--- src/rtl/adn_scroll_ctrl.sv ---
// adn_scroll_ctrl: FIFO-buffered nucleotide code stream scrolled right-to-left across 7-segment digits
module adn_scroll_ctrl #(
    parameter int NUM_DIGITS = 4,
    parameter int FIFO_DEPTH = 16,
    parameter int TICK_DIV   = 25000000
) (
    input  logic                              clk,
    input  logic                              rst_n,
    input  logic                              clear,
    input  logic                              pause,
    input  logic                              in_valid,
    input  logic [2:0]                        in_code,
    output logic                              in_ready,
    output logic [3*NUM_DIGITS-1:0]           digit_codes,
    output logic [$clog2(FIFO_DEPTH+1)-1:0]   fifo_count,
    output logic                              busy,
    output logic                              step
);
    localparam int AW = $clog2(FIFO_DEPTH);
    localparam int CW = $clog2(FIFO_DEPTH + 1);
    localparam int TW = $clog2(TICK_DIV);
    localparam int BW = $clog2(NUM_DIGITS + 1);
    localparam int DW = 3 * NUM_DIGITS;
    localparam logic [TW-1:0] TICK_LAST  = TW'(TICK_DIV - 1);
    localparam logic [BW-1:0] BLANK_LAST = BW'(NUM_DIGITS - 1);
    localparam logic [CW-1:0] DEPTH_C    = CW'(FIFO_DEPTH);

    typedef enum logic [1:0] {IDLE, RUN, DRAIN} state_t;

    state_t         state_q, state_d;
    logic [2:0]     mem_q [FIFO_DEPTH];
    logic [2:0]     mem_d [FIFO_DEPTH];
    logic [AW-1:0]  wr_q, wr_d, rd_q, rd_d;
    logic [CW-1:0]  count_q, count_d;
    logic [TW-1:0]  tick_q, tick_d;
    logic [BW-1:0]  blank_q, blank_d;
    logic [DW-1:0]  digits_q, digits_d;
    logic           step_q, step_d;
    logic           push, pop, step_edge;
    logic [2:0]     shift_code;

    assign in_ready    = count_q < DEPTH_C;
    assign digit_codes = digits_q;
    assign fifo_count  = count_q;
    assign busy        = state_q != IDLE;
    assign step        = step_q;

    // Next-state: FIFO push/pop, tick divider, scroll FSM; clear overrides everything
    always_comb begin
        push       = in_valid & in_ready & ~clear;
        step_edge  = (state_q != IDLE) & ~pause & ~clear & (tick_q == TICK_LAST);
        pop        = step_edge & (count_q != '0);
        shift_code = pop ? mem_q[rd_q] : 3'b000;
        mem_d      = mem_q;
        if (push) mem_d[wr_q] = in_code;
        wr_d       = push ? wr_q + AW'(1) : wr_q;
        rd_d       = pop ? rd_q + AW'(1) : rd_q;
        count_d    = count_q + CW'(push) - CW'(pop);
        state_d    = state_q;
        tick_d     = tick_q;
        blank_d    = blank_q;
        digits_d   = digits_q;
        step_d     = step_edge;
        if (state_q == IDLE) begin
            tick_d = '0;
            if (count_q != '0 && !pause) state_d = RUN;
        end else if (!pause) begin
            tick_d = (tick_q == TICK_LAST) ? '0 : tick_q + TW'(1);
        end
        if (step_edge) begin
            digits_d      = digits_q << 3;
            digits_d[2:0] = shift_code;
            if (pop) begin
                blank_d = '0;
                state_d = (count_q == CW'(1) && !push) ? DRAIN : RUN;
            end else begin
                blank_d = blank_q + BW'(1);
                if (blank_q == BLANK_LAST) state_d = IDLE;
            end
        end
        if (clear) begin
            wr_d     = '0;
            rd_d     = '0;
            count_d  = '0;
            state_d  = IDLE;
            tick_d   = '0;
            blank_d  = '0;
            digits_d = '0;
            step_d   = 1'b0;
        end
    end

    // State registers with asynchronous active-low reset
    always_ff @(posedge clk or negedge rst_n) begin
        if (!rst_n) begin
            mem_q    <= '{default: '0};
            wr_q     <= '0;
            rd_q     <= '0;
            count_q  <= '0;
            state_q  <= IDLE;
            tick_q   <= '0;
            blank_q  <= '0;
            digits_q <= '0;
            step_q   <= 1'b0;
        end else begin
            mem_q    <= mem_d;
            wr_q     <= wr_d;
            rd_q     <= rd_d;
            count_q  <= count_d;
            state_q  <= state_d;
            tick_q   <= tick_d;
            blank_q  <= blank_d;
            digits_q <= digits_d;
            step_q   <= step_d;
        end
    end
endmodule

--- config.mk ---
export PLATFORM = sky130hd
export DESIGN_NAME = adn_scroll_ctrl
export DESIGN_NICKNAME = d
export VERILOG_FILES = /design/src/rtl/adn_scroll_ctrl.sv
export SDC_FILE = /design/constraint.sdc
export NUM_CORES = 1
export LEC_CHECK = 0
export BUFFER_PORTS_ARGS = -buffer_cell sky130_fd_sc_hd__clkbuf_2
export CAP_MARGIN = 15
export CORE_MARGIN = 4
export CORE_UTILIZATION = 38
export DETAILED_ROUTE_END_ITERATION = 8
export PLACE_DENSITY = 0.56
export SLEW_MARGIN = 20
export SYNTH_ARGS = -nofsm -noshare
export SYNTH_HDL_FRONTEND = slang
export SYNTH_SLANG_ARGS = --single-unit
--- constraint.sdc ---
create_clock -name clk -period 4.9 [get_ports clk]
set_clock_uncertainty 0.05 [all_clocks]
set_input_delay 0.49 -clock clk [delete_from_list [all_inputs] [get_ports clk]]
set_output_delay 0.49 -clock clk [all_outputs]
set_load 0.03 [all_outputs]
==> impl_metrics.py <==
metrics = {
    "timing": {
        "fin_crit_ns": 3.526,
        "max_freq_mhz": 283.6,
        "worst_pin_slew_ns": 0.9974,
        "rsz0062_at_grt": "no",
        "finalMaxSlewViolations": 0,
        "setup_viol": 0,
        "tns_ns": 0,
        "relSlewSlack_pct": 32.57,
        "fin_crit_sh_pct": 71.97,
        "hold_violations": 0,
    },
    "worst_setup_path": {
        "worstPathCellList": "ha_1 > inv_1 > nor4_4 > nand4_1 > or2_2 > nand2_1 > ha_1 > inv_1 > fa_1 > inv_1 > a21oi_1 > nor2_1 > or3_1 > a21oi_1",
        "worstPathArrival_ns": 3.70,
        "crit_type": "reg2reg",
        "slowest_stage": "nor4_4",
        "critPathCaptureType": "flip-flop",
        "path_max_fanout": 12,
        "cp.required_ns": 5.07,
        "cp_common_cell": "inv_1",
        "critPathMaxStageDelay_ns": 0.47,
        "critical_path.startpoint_type": "flip-flop",
    },
    "power_and_ir_drop": {
        "power_frac_seq_pct": 47.4,
        "p_leak_nw": 2.661,
        "powerDensity_mw_per_mm2": 343.7,
        "clockPowerShare_pct": 36.3,
        "combPwrFrac_pct": 16.3,
        "p_int_w": 0.001474,
        "peakVddDrop_mv": 0.1884,
        "switching_share_pct": 27.56,
        "p_sw_w": 0.0005606,
    },
    "logic_synthesis": {
        "synth_fp_nets": 509,
        "ys_warn_count": 0,
        "syn_area_mm2": 0.005326,
        "ys_ff_latch": 104,
        "syn_avg_cell_area_um2": 10.94,
        "yosys-top-cells-area": "dfrtp_1 (49%), mux2_2 (10%), mux4_2 (5.1%), nand2_1 (3.9%), ha_1 (3.1%)",
        "synth_edf_count": 0,
        "synth_top_area_cell": "dfrtp_1",
        "ys_async_sr_fraction_pct": 100.0,
        "seq_area_frac_synth_pct": 48.86,
        "postSynthCellCount": 487,
        "yosys.cell_count.top_type": "dfrtp_1",
        "synth_ff_type": "dfrtp_1",
        "synth_common_cells": "dfrtp_1 (104), nand2_1 (56), mux2_2 (48)",
        "synth_cell_types": 51,
        "netlist.area_leader.share_pct": 48.86,
    },
    "clocking": {
        "tritoncts": "yes",
        "path_clk_slew_ns": 0.07,
        "cts_sinks": 104,
        "cts_buffers": 9,
        "insertion_delay_ns": 0.35,
        "clockBufferDepth": 2,
        "root_buffer": "clkbuf_16",
        "cts_setup_buffers": 0,
        "htreeDepth": 3,
        "post_cts_resized": 0,
        "postCtsHoldBufs": 0,
    },
    "finish": {
        "drive_gt1_share_pct": 22.75,
        "fin_area_mm2": 0.005918,
        "n_fill_cell": 1244,
        "diodes": 0,
        "syn_to_final_growth_pct": 11.11,
        "final_net_count": 527,
    },
    "placement": {
        "dpl-instance-area_mm2": 0.005605,
        "routabilityCongestion": 0.8085,
        "portBuffers": 27,
        "hpwl_um": 7820,
    },
    "floorplan": {
        "chipWidth_um": 126.4,
        "initial_core_util_pct": 39.44,
        "fp-row-count": 42,
        "dieArea_mm2": 0.01597,
        "fp.coreArea_mm2": 0.01351,
        "die_y_um": 126.4,
        "io_pins": 28,
    },
    "global_routing": {
        "grt_max_degree": 67,
        "gr-total-overflow": 0,
        "grt_pass1_vias": 3855,
        "grt_util_all_layers_pct": 14.87,
        "grt_pass1_wl_um": 19550,
        "antenna_found_initial": 0,
    },
    "min_path": {
        "min_path_type": "in2async",
    },
    "route": {
        "drt_first_pass_iters": 4,
        "drt-total-wl_um": 11370,
        "via_count": 3794,
        "drt-initial-drc-count": 250,
        "vias_per_cell": 5.531,
        "wl_per_cell_um": 16.58,
        "postRouteAntennaNets": 0,
        "drc": 0,
    },
    "run": {
        "cap_violations": 0,
    },
    "status": {
        "status": "finished clean",
    },
}
[layer usage]
metal  track usage [%]  wire, µm
met5                 0         0
met1             20.63      5493
met4             3.975       128
met2             23.79      5410
met3             3.153       339
[worst max-delay path: cells and delay by family, from the launching register on]
| kind | cells | cell delay, ns |
|---|---|---|
| adders and majority gates | 3 | 0.86 |
| and+or+nand+nor | 6 | 1.67 |
| buffers and inverters | 3 | 0.27 |
| AOI/OAI and AO/OA | 2 | 0.11 |
| DFF | 1 | 0.44 |
[power by group through the flow]
stage	Combinational (W)	Sequential [W]	Clock, W
floorplan	0.000221	0.000982	0
global placement	0.000330	0.000974	0
detailed placement	0.000337	0.000980	0
CTS	0.000338	0.000963	0.000760
global route	0.000372	0.000972	0.000800
finish	0.000332	0.000964	0.000738
[registers in the layout, indices dropped and copies added (netlist names), 2 cells and up]
name	count
digit_codes	12
wr_q	4
state_q	2
blank_q	3
mem_q	48
fifo_count	5
tick_q	25
rd_q	4
[cell type report]
| type | count | area (µm²) | area share [%] |
|---|---|---|---|
| Clock inverter | 6 | 66.31 | 1.121 |
| Multi-Input combinational cell | 344 | 2574 | 43.49 |
| Clock buffer | 10 | 239.0 | 4.038 |
| Sequential cell | 104 | 2603 | 43.97 |
| Tap cell | 176 | 220.2 | 3.721 |
| Timing Repair Buffer | 29 | 152.6 | 2.579 |
| Inverter | 17 | 63.81 | 1.078 |
[placed cells by master, fill, tap and decap left out, types with 9 or more instances in the layout]
| cell | synthesis | routed |
|---|---|---|
| nand4_1 | 10 | 10 |
| mux2_2 | 48 | 48 |
| clkbuf_16 | 0 | 9 |
| inv_1 | 17 | 17 |
| dfrtp_1 | 104 | 104 |
| a21oi_1 | 22 | 22 |
| ha_1 | 13 | 13 |
| nand2_1 | 56 | 56 |
| o21ai_0 | 18 | 18 |
| clkbuf_2 | 0 | 26 |
| nor2_1 | 22 | 22 |
| a31oi_1 | 16 | 16 |
| nand3_1 | 26 | 26 |
| or3_1 | 10 | 10 |
| nand3b_1 | 17 | 17 |
| mux4_2 | 12 | 12 |
[final timing paths]
check | slack (ns) | startpoint | endpoint | cells after the start
worst max register to register | 1.37 | tick_q[1] | fifo_count[4] | 14
worst min-delay path | 0.21 | rst_n | tick_q[4] | 1
worst min register to register | 0.44 | tick_q[14] | tick_q[14] | 1
max in group asynchronous | 3.59 | rst_n | mem_q[34] | 2
min in group clk | 0.44 | tick_q[14] | tick_q[14] | 1
worst max-delay path | 1.37 | tick_q[1] | fifo_count[4] | 14
[per-stage QoR]
stage	worst slack [ns]	hold WS (ns)	total power [W]	util, %	instances
3_3_place_gp	1.579	0.4306	0.001303	41.50	670
4_1_cts	1.402	0.2392	0.002062	43.77	686
2_1_floorplan	2.126	0.1444	0.001203	-	487
6_report	1.374	0.2114	0.002034	43.82	686
3_5_place_dp	1.424	0.4394	0.001317	41.50	670
5_1_grt	1.004	0.2765	0.002144	43.82	686
[cells by family (layout without fill, tap and decap cells)]
kind of cell	count (synthesis)	in the layout	share of synthesized area (%)
simple gates	182	182	18.79
flops	104	104	48.86
compound gates	81	81	9.514
mux	60	60	15.22
buf+inv	39	62	3.030
fa+ha+maj	14	14	3.430
xor+xnor	7	7	1.151
(Power assumes the default switching activity.)
